<file path="config.mk">
export PLATFORM = sky130hd
export DESIGN_NAME = packet_hex_framer
export DESIGN_NICKNAME = d
export VERILOG_FILES = /design/src/rtl/packet_hex_framer.sv
export SDC_FILE = /design/constraint.sdc
export NUM_CORES = 2
export LEC_CHECK = 0
export CAP_MARGIN = 30
export CORE_ASPECT_RATIO = 1.5
export CORE_MARGIN = 2
export CORE_UTILIZATION = 45
export DETAILED_ROUTE_END_ITERATION = 12
export PLACE_DENSITY = 0.7
export SLEW_MARGIN = 25
export SYNTH_ARGS = -nofsm -noshare
export SYNTH_HDL_FRONTEND = slang
export SYNTH_SLANG_ARGS = --single-unit
</file>
<file path="constraint.sdc">
create_clock -name clk -period 48.4 [get_ports clk]
set_input_delay 12.1 -clock clk [delete_from_list [all_inputs] [get_ports clk]]
set_output_delay 12.1 -clock clk [all_outputs]
set_load 0.01 [all_outputs]
</file>
<file path="src/rtl/packet_hex_framer.sv">
// packet_hex_framer
// Captures a packet word on a load strobe and streams it out as uppercase
// ASCII hex characters (most-significant nibble first), one character per
// valid/ready handshake, followed by a terminator byte. Loads that arrive
// while a frame is in flight are dropped and counted in a saturating counter.

module packet_hex_framer #(
  parameter int          PACKET_SIZE   = 512,
  parameter logic [7:0]  TERMINATOR    = 8'h0D,
  parameter int          OVERRUN_WIDTH = 8
) (
  input  logic                     clk,
  input  logic                     reset,
  input  logic [PACKET_SIZE-1:0]   packet,
  input  logic                     load,
  output logic [7:0]               tx_data,
  output logic                     tx_valid,
  input  logic                     tx_ready,
  output logic                     busy,
  output logic [OVERRUN_WIDTH-1:0] overrun
);

  localparam int TOTAL_NIBBLES = PACKET_SIZE / 4;
  localparam int IDX_W         = (TOTAL_NIBBLES > 1) ? $clog2(TOTAL_NIBBLES) : 1;

  localparam logic [IDX_W-1:0]         LAST_IDX = IDX_W'(TOTAL_NIBBLES - 1);
  localparam logic [IDX_W-1:0]         ZERO_IDX = {IDX_W{1'b0}};
  localparam logic [IDX_W-1:0]         ONE_IDX  = IDX_W'(1);
  localparam logic [OVERRUN_WIDTH-1:0] OVR_MAX  = {OVERRUN_WIDTH{1'b1}};
  localparam logic [OVERRUN_WIDTH-1:0] OVR_ONE  = OVERRUN_WIDTH'(1);

  typedef enum logic [1:0] {
    IDLE   = 2'd0,
    NIBBLE = 2'd1,
    TERM   = 2'd2
  } state_t;

  // Uppercase ASCII hex digit for a 4-bit value ('A' - 10 = 8'h37).
  function automatic logic [7:0] hex_ascii(input logic [3:0] n);
    logic [7:0] c;
    if (n < 4'd10) begin
      c = 8'h30 + {4'h0, n};
    end else begin
      c = 8'h37 + {4'h0, n};
    end
    return c;
  endfunction

  state_t                   state_q,    state_d;
  logic [IDX_W-1:0]         idx_q,      idx_d;
  logic [PACKET_SIZE-1:0]   shadow_q,   shadow_d;
  logic [7:0]               tx_data_q,  tx_data_d;
  logic                     tx_valid_q, tx_valid_d;
  logic                     busy_q,     busy_d;
  logic [OVERRUN_WIDTH-1:0] overrun_q,  overrun_d;

  logic                     hs_s;
  logic [IDX_W-1:0]         next_idx_s;
  logic [3:0]               next_nib_s;
  logic [3:0]               first_nib_s;

  assign hs_s        = tx_valid_q & tx_ready;
  assign next_idx_s  = idx_q - ONE_IDX;
  assign next_nib_s  = shadow_q[{next_idx_s, 2'b00} +: 4];
  assign first_nib_s = packet[PACKET_SIZE-1 -: 4];

  // Next-state logic: frame sequencing, character preparation and overrun counting.
  always_comb begin
    state_d    = state_q;
    idx_d      = idx_q;
    shadow_d   = shadow_q;
    tx_data_d  = tx_data_q;
    tx_valid_d = tx_valid_q;
    busy_d     = busy_q;
    overrun_d  = overrun_q;

    // A load seen while busy (including the terminator handshake cycle) is dropped.
    if (load && busy_q && (overrun_q != OVR_MAX)) begin
      overrun_d = overrun_q + OVR_ONE;
    end else begin
      overrun_d = overrun_q;
    end

    case (state_q)
      IDLE: begin
        if (load) begin
          shadow_d   = packet;
          idx_d      = LAST_IDX;
          tx_data_d  = hex_ascii(first_nib_s);
          tx_valid_d = 1'b1;
          busy_d     = 1'b1;
          state_d    = NIBBLE;
        end else begin
          state_d    = IDLE;
        end
      end
      NIBBLE: begin
        // The following character is prepared on the handshake so a
        // continuously ready sink sees one byte per cycle with no bubble.
        if (hs_s) begin
          if (idx_q == ZERO_IDX) begin
            tx_data_d = TERMINATOR;
            state_d   = TERM;
          end else begin
            idx_d     = next_idx_s;
            tx_data_d = hex_ascii(next_nib_s);
          end
        end else begin
          state_d = NIBBLE;
        end
      end
      TERM: begin
        if (hs_s) begin
          tx_valid_d = 1'b0;
          busy_d     = 1'b0;
          state_d    = IDLE;
        end else begin
          state_d    = TERM;
        end
      end
      default: begin
        tx_valid_d = 1'b0;
        busy_d     = 1'b0;
        idx_d      = ZERO_IDX;
        state_d    = IDLE;
      end
    endcase
  end

  // State and registered outputs; reset clears everything asynchronously.
  always_ff @(posedge clk or posedge reset) begin
    if (reset) begin
      state_q    <= IDLE;
      idx_q      <= ZERO_IDX;
      shadow_q   <= {PACKET_SIZE{1'b0}};
      tx_data_q  <= 8'h00;
      tx_valid_q <= 1'b0;
      busy_q     <= 1'b0;
      overrun_q  <= {OVERRUN_WIDTH{1'b0}};
    end else begin
      state_q    <= state_d;
      idx_q      <= idx_d;
      shadow_q   <= shadow_d;
      tx_data_q  <= tx_data_d;
      tx_valid_q <= tx_valid_d;
      busy_q     <= busy_d;
      overrun_q  <= overrun_d;
    end
  end

  assign tx_data  = tx_data_q;
  assign tx_valid = tx_valid_q;
  assign busy     = busy_q;
  assign overrun  = overrun_q;

endmodule

</file>
==> flow_metrics.env <==
export IMPL_leakagePower_nw=15.8
export IMPL_ys_ff_latch=537
export IMPL_rsz0062_at_grt="false"
export IMPL_grtUsageTotal_pct=27.5
export IMPL_p_seq_share_pct=36.7
export IMPL_cts_sinks=537
export IMPL_setup_viol=0
export IMPL_synth_xor_area_share_pct=0.494
export IMPL_wl_per_cell_microns=20.2
export IMPL_io_buffers=532
export IMPL_pin_count=534
export IMPL_reg2reg_slack_ps=42940
export IMPL_pre_cts_ws_ps=31560
export IMPL_muxShareOfSynthArea_pct=13.4
export IMPL_postCtsHoldBufs=0
export IMPL_startpoint="reset"
export IMPL_num_vias=20500
export IMPL_pwr_share_comb_pct=44.1
export IMPL_core_sq_um=54700
export IMPL_syn_to_final_growth_pct=31.2
export IMPL_dr_pass1_iters=7
export IMPL_yosys_warnings=0
export IMPL_cap_viol_max_count=0
export IMPL_final_hold_violation_count=0
export IMPL_skew_ps=20.3
export IMPL_outcome="complete, no violations"
export IMPL_fin_nets=3631
export IMPL_drtAntennaViolNets=0
export IMPL_synth_top_family_by_area="simple AND/OR/NAND/NOR gates"
export IMPL_synth_distinct_cells=60
export IMPL_cts_resized=0
export IMPL_viasPerCell=5.31
export IMPL_crit_type="in -> async"
export IMPL_clkTransAtPathRegs_ps=70
export IMPL_r2r_end="tx_data[2]$_DFFE_PP0P_"
export IMPL_drive_gt1_share_pct=8.95
export IMPL_synth_top_area_cell="dfrtp_1"
export IMPL_grt_pass1_wl_microns=121000
export IMPL_fin_ws_ps=32860
export IMPL_crit_path_max_fanout=98
export IMPL_cts_root_buffer="clkbuf_16"
export IMPL_netlist_instances=2660
export IMPL_drt_iter0_markers=1352
export IMPL_cts_buffers=52
export IMPL_yosys_cell_count_top_type="nand2_1"
export IMPL_grt_start_max_net_pins=256
export IMPL_synth_compound_area_share_pct=2.93
export IMPL_crit_path_start_kind="primary input"
export IMPL_synth_commonest_cells="1581 x nand2_1, 537 x dfrtp_1, 129 x mux4_2"
export IMPL_overflow=0
export IMPL_cp_required_ps=49040
export IMPL_wirelength_microns=78200
export IMPL_fin_crit_ps=15540
export IMPL_max_clock_freq_ghz=0.0644
export IMPL_start_util_pct=45.4
export IMPL_syn_cell_area_sq_um=24800
export IMPL_die_height_microns=292
export IMPL_slew_headroom_pct=33.4
export IMPL_num_rows=105
export IMPL_hold_path_class="reg -> reg"
export IMPL_synth_area_per_cell_sq_um=9.33
export IMPL_p_sw_share_pct=37.9
export IMPL_totalNegativeSetupSlack_ps=0
export IMPL_p_clk_share_pct=19.3
export IMPL_dpl_hpwl_microns=56500
export IMPL_endpoint="shadow_q[372]$_DFFE_PP0P_"
export IMPL_cts_tree="built"
export IMPL_internal_power_mw=1.33
export IMPL_clock_latency_ps=590
export IMPL_ys_flop_type="dfrtp_1"
export IMPL_dieArea_sq_um=57100
export IMPL_worstReg2RegStart="idx_q[0]$_DFFE_PP0P_"
export IMPL_period_share_pct=32.1
export IMPL_synth_fa_ha_area_share_pct=0.252
export IMPL_synth_edf_count=0
export IMPL_grt_antenna_before_repair=21
export IMPL_power_density_nw_per_um2=65.9
export IMPL_vdd_drop_max_uv=54.5
export IMPL_dieWidth_microns=196
export IMPL_end_kind="asynchronous set/reset pin"
export IMPL_clk_path_buf_depth=3
export IMPL_slew_violations=0
export IMPL_gp_congestion=0.890
export IMPL_yosys_area_top_type_share_pct=54.1
export IMPL_switchingPower_uw=813
export IMPL_tightest_slew_ps=999
export IMPL_htreeDepth=2
export IMPL_hp_start="shadow_q[180]$_DFFE_PP0P_"
export IMPL_yosysSeqAreaShare_pct=54.1
export IMPL_cp_arrival_ps=16170
export IMPL_first_global_vias=21600
export IMPL_drcViolationCount=0
export IMPL_cts_post_setup_buffers_inserted=0
export IMPL_yosys_area_share_simple_pct=25.7
export IMPL_syn_nets=3181
export IMPL_ys_top_cells_by_area="dfrtp_1 54%, nand2_1 24%, mux4_2 12%, clkbuf_1 1.7%, mux2_2 0.91%"
export IMPL_async_reset_ff_share_pct=100
export IMPL_rr_worst_depth=12
-- power by group through the flow --
stage	sequential, mW	combinational, mW	clock [mW]
floorplan	0.743	0.656	0
global placement	0.774	0.926	0
detailed placement	0.793	0.948	0
CTS	0.786	0.954	0.421
global route	0.811	1.03	0.439
finish	0.788	0.946	0.414
-- final cells by class --
class / instances / area (sq um)
Fill cell: 4689 / 22100
Sequential cell: 537 / 13400
Multi-Input combinational cell: 1946 / 10700
Timing Repair Buffer: 561 / 5740
Clock buffer: 77 / 1540
Tap cell: 695 / 870
Clock inverter: 18 / 183
Inverter: 12 / 52.6
Antenna cell: 19 / 47.5
-- worst max-delay path, stage by stage --
cell and delay, ps:
clkdlybuf4s50_1 490, inv_8 240, buf_16 400, buf_4 710, buf_4 650, buf_4 400
buf_16 300, buf_6 610
-- metal layers --
layer  up-vias  track usage, %  routed length, microns
li1       9502               -                       -
met1     10100            34.0                   30100
met2       740            47.3                   39600
met3       183            3.43                    4150
met4         4            14.9                    4320
met5         -               0                      25
-- cells by family after synthesis --
| kind of cell | Yosys count |
|---|---|
| compound gates | 109 |
| xor+xnor | 14 |
| fa+ha+maj | 5 |
| buf+inv | 177 |
| flops | 537 |
| mux | 164 |
| other cells | 1 |
| simple gates | 1653 |
-- cells in the final DEF, fill, tap and decap left out, types with 3 or more instances in the layout --
master / Yosys / final
inv_6: 0 / 3
mux4_1: 3 / 3
clkbuf_16: 0 / 53
nand3_1: 13 / 12
clkbuf_8: 0 / 12
o211ai_1: 4 / 4
mux4_2: 129 / 129
xnor2_1: 10 / 8
xor2_1: 4 / 3
a211oi_1: 13 / 13
a311oi_1: 3 / 3
dfrtp_1: 537 / 536
mux2i_1: 11 / 11
nor4_1: 4 / 4
o21a_1: 3 / 3
buf_6: 6 / 3
o22ai_1: 12 / 12
and2_1: 5 / 5
clkinv_2: 0 / 10
nand4_1: 4 / 4
o21ai_0: 22 / 22
a2bb2oi_1: 3 / 3
buf_4: 8 / 16
ha_1: 5 / 4
nand2_1: 1581 / 1581
mux2_2: 20 / 20
bufinv_16: 0 / 3
buf_16: 0 / 8
diode_2: 0 / 19
a21oi_1: 23 / 23
clkbuf_1: 115 / 12
a31oi_1: 5 / 5
and3_1: 13 / 12
nor2_1: 8 / 8
nor3_1: 8 / 8
inv_1: 12 / 11
clkdlybuf4s50_1: 0 / 532
-- metrics by stage --
stage	utilization (%)	hold slack (ps)	total power, mW	cells	instance area (sq um)
global placement	55.9	452	1.70	3743	30600
floorplan	-	440	1.40	2660	24800
global route	59.6	486	2.28	3865	32600
finish	59.6	470	2.15	3865	32600
detailed placement	56.1	457	1.74	3747	30700
CTS	59.3	473	2.16	3842	32400
-- registers in the layout (all words and copies together) (netlist names) --
name      count
overrun       8
tx_data       7
busy          1
state_q       2
shadow_q    512
idx_q         7
-- how the worst min path moves through the flow --
stage	cells after the start	slack, ps	end
floorplan	2	440	shadow_q[100]$_DFFE_PP0P_
global route	2	490	shadow_q[363]$_DFFE_PP0P_
detailed placement	2	460	shadow_q[279]$_DFFE_PP0P_
global placement	2	450	shadow_q[391]$_DFFE_PP0P_
CTS	2	470	shadow_q[290]$_DFFE_PP0P_
finish	2	470	shadow_q[180]$_DFFE_PP0P_
Note: power is estimated with default switching activity, not from simulation.
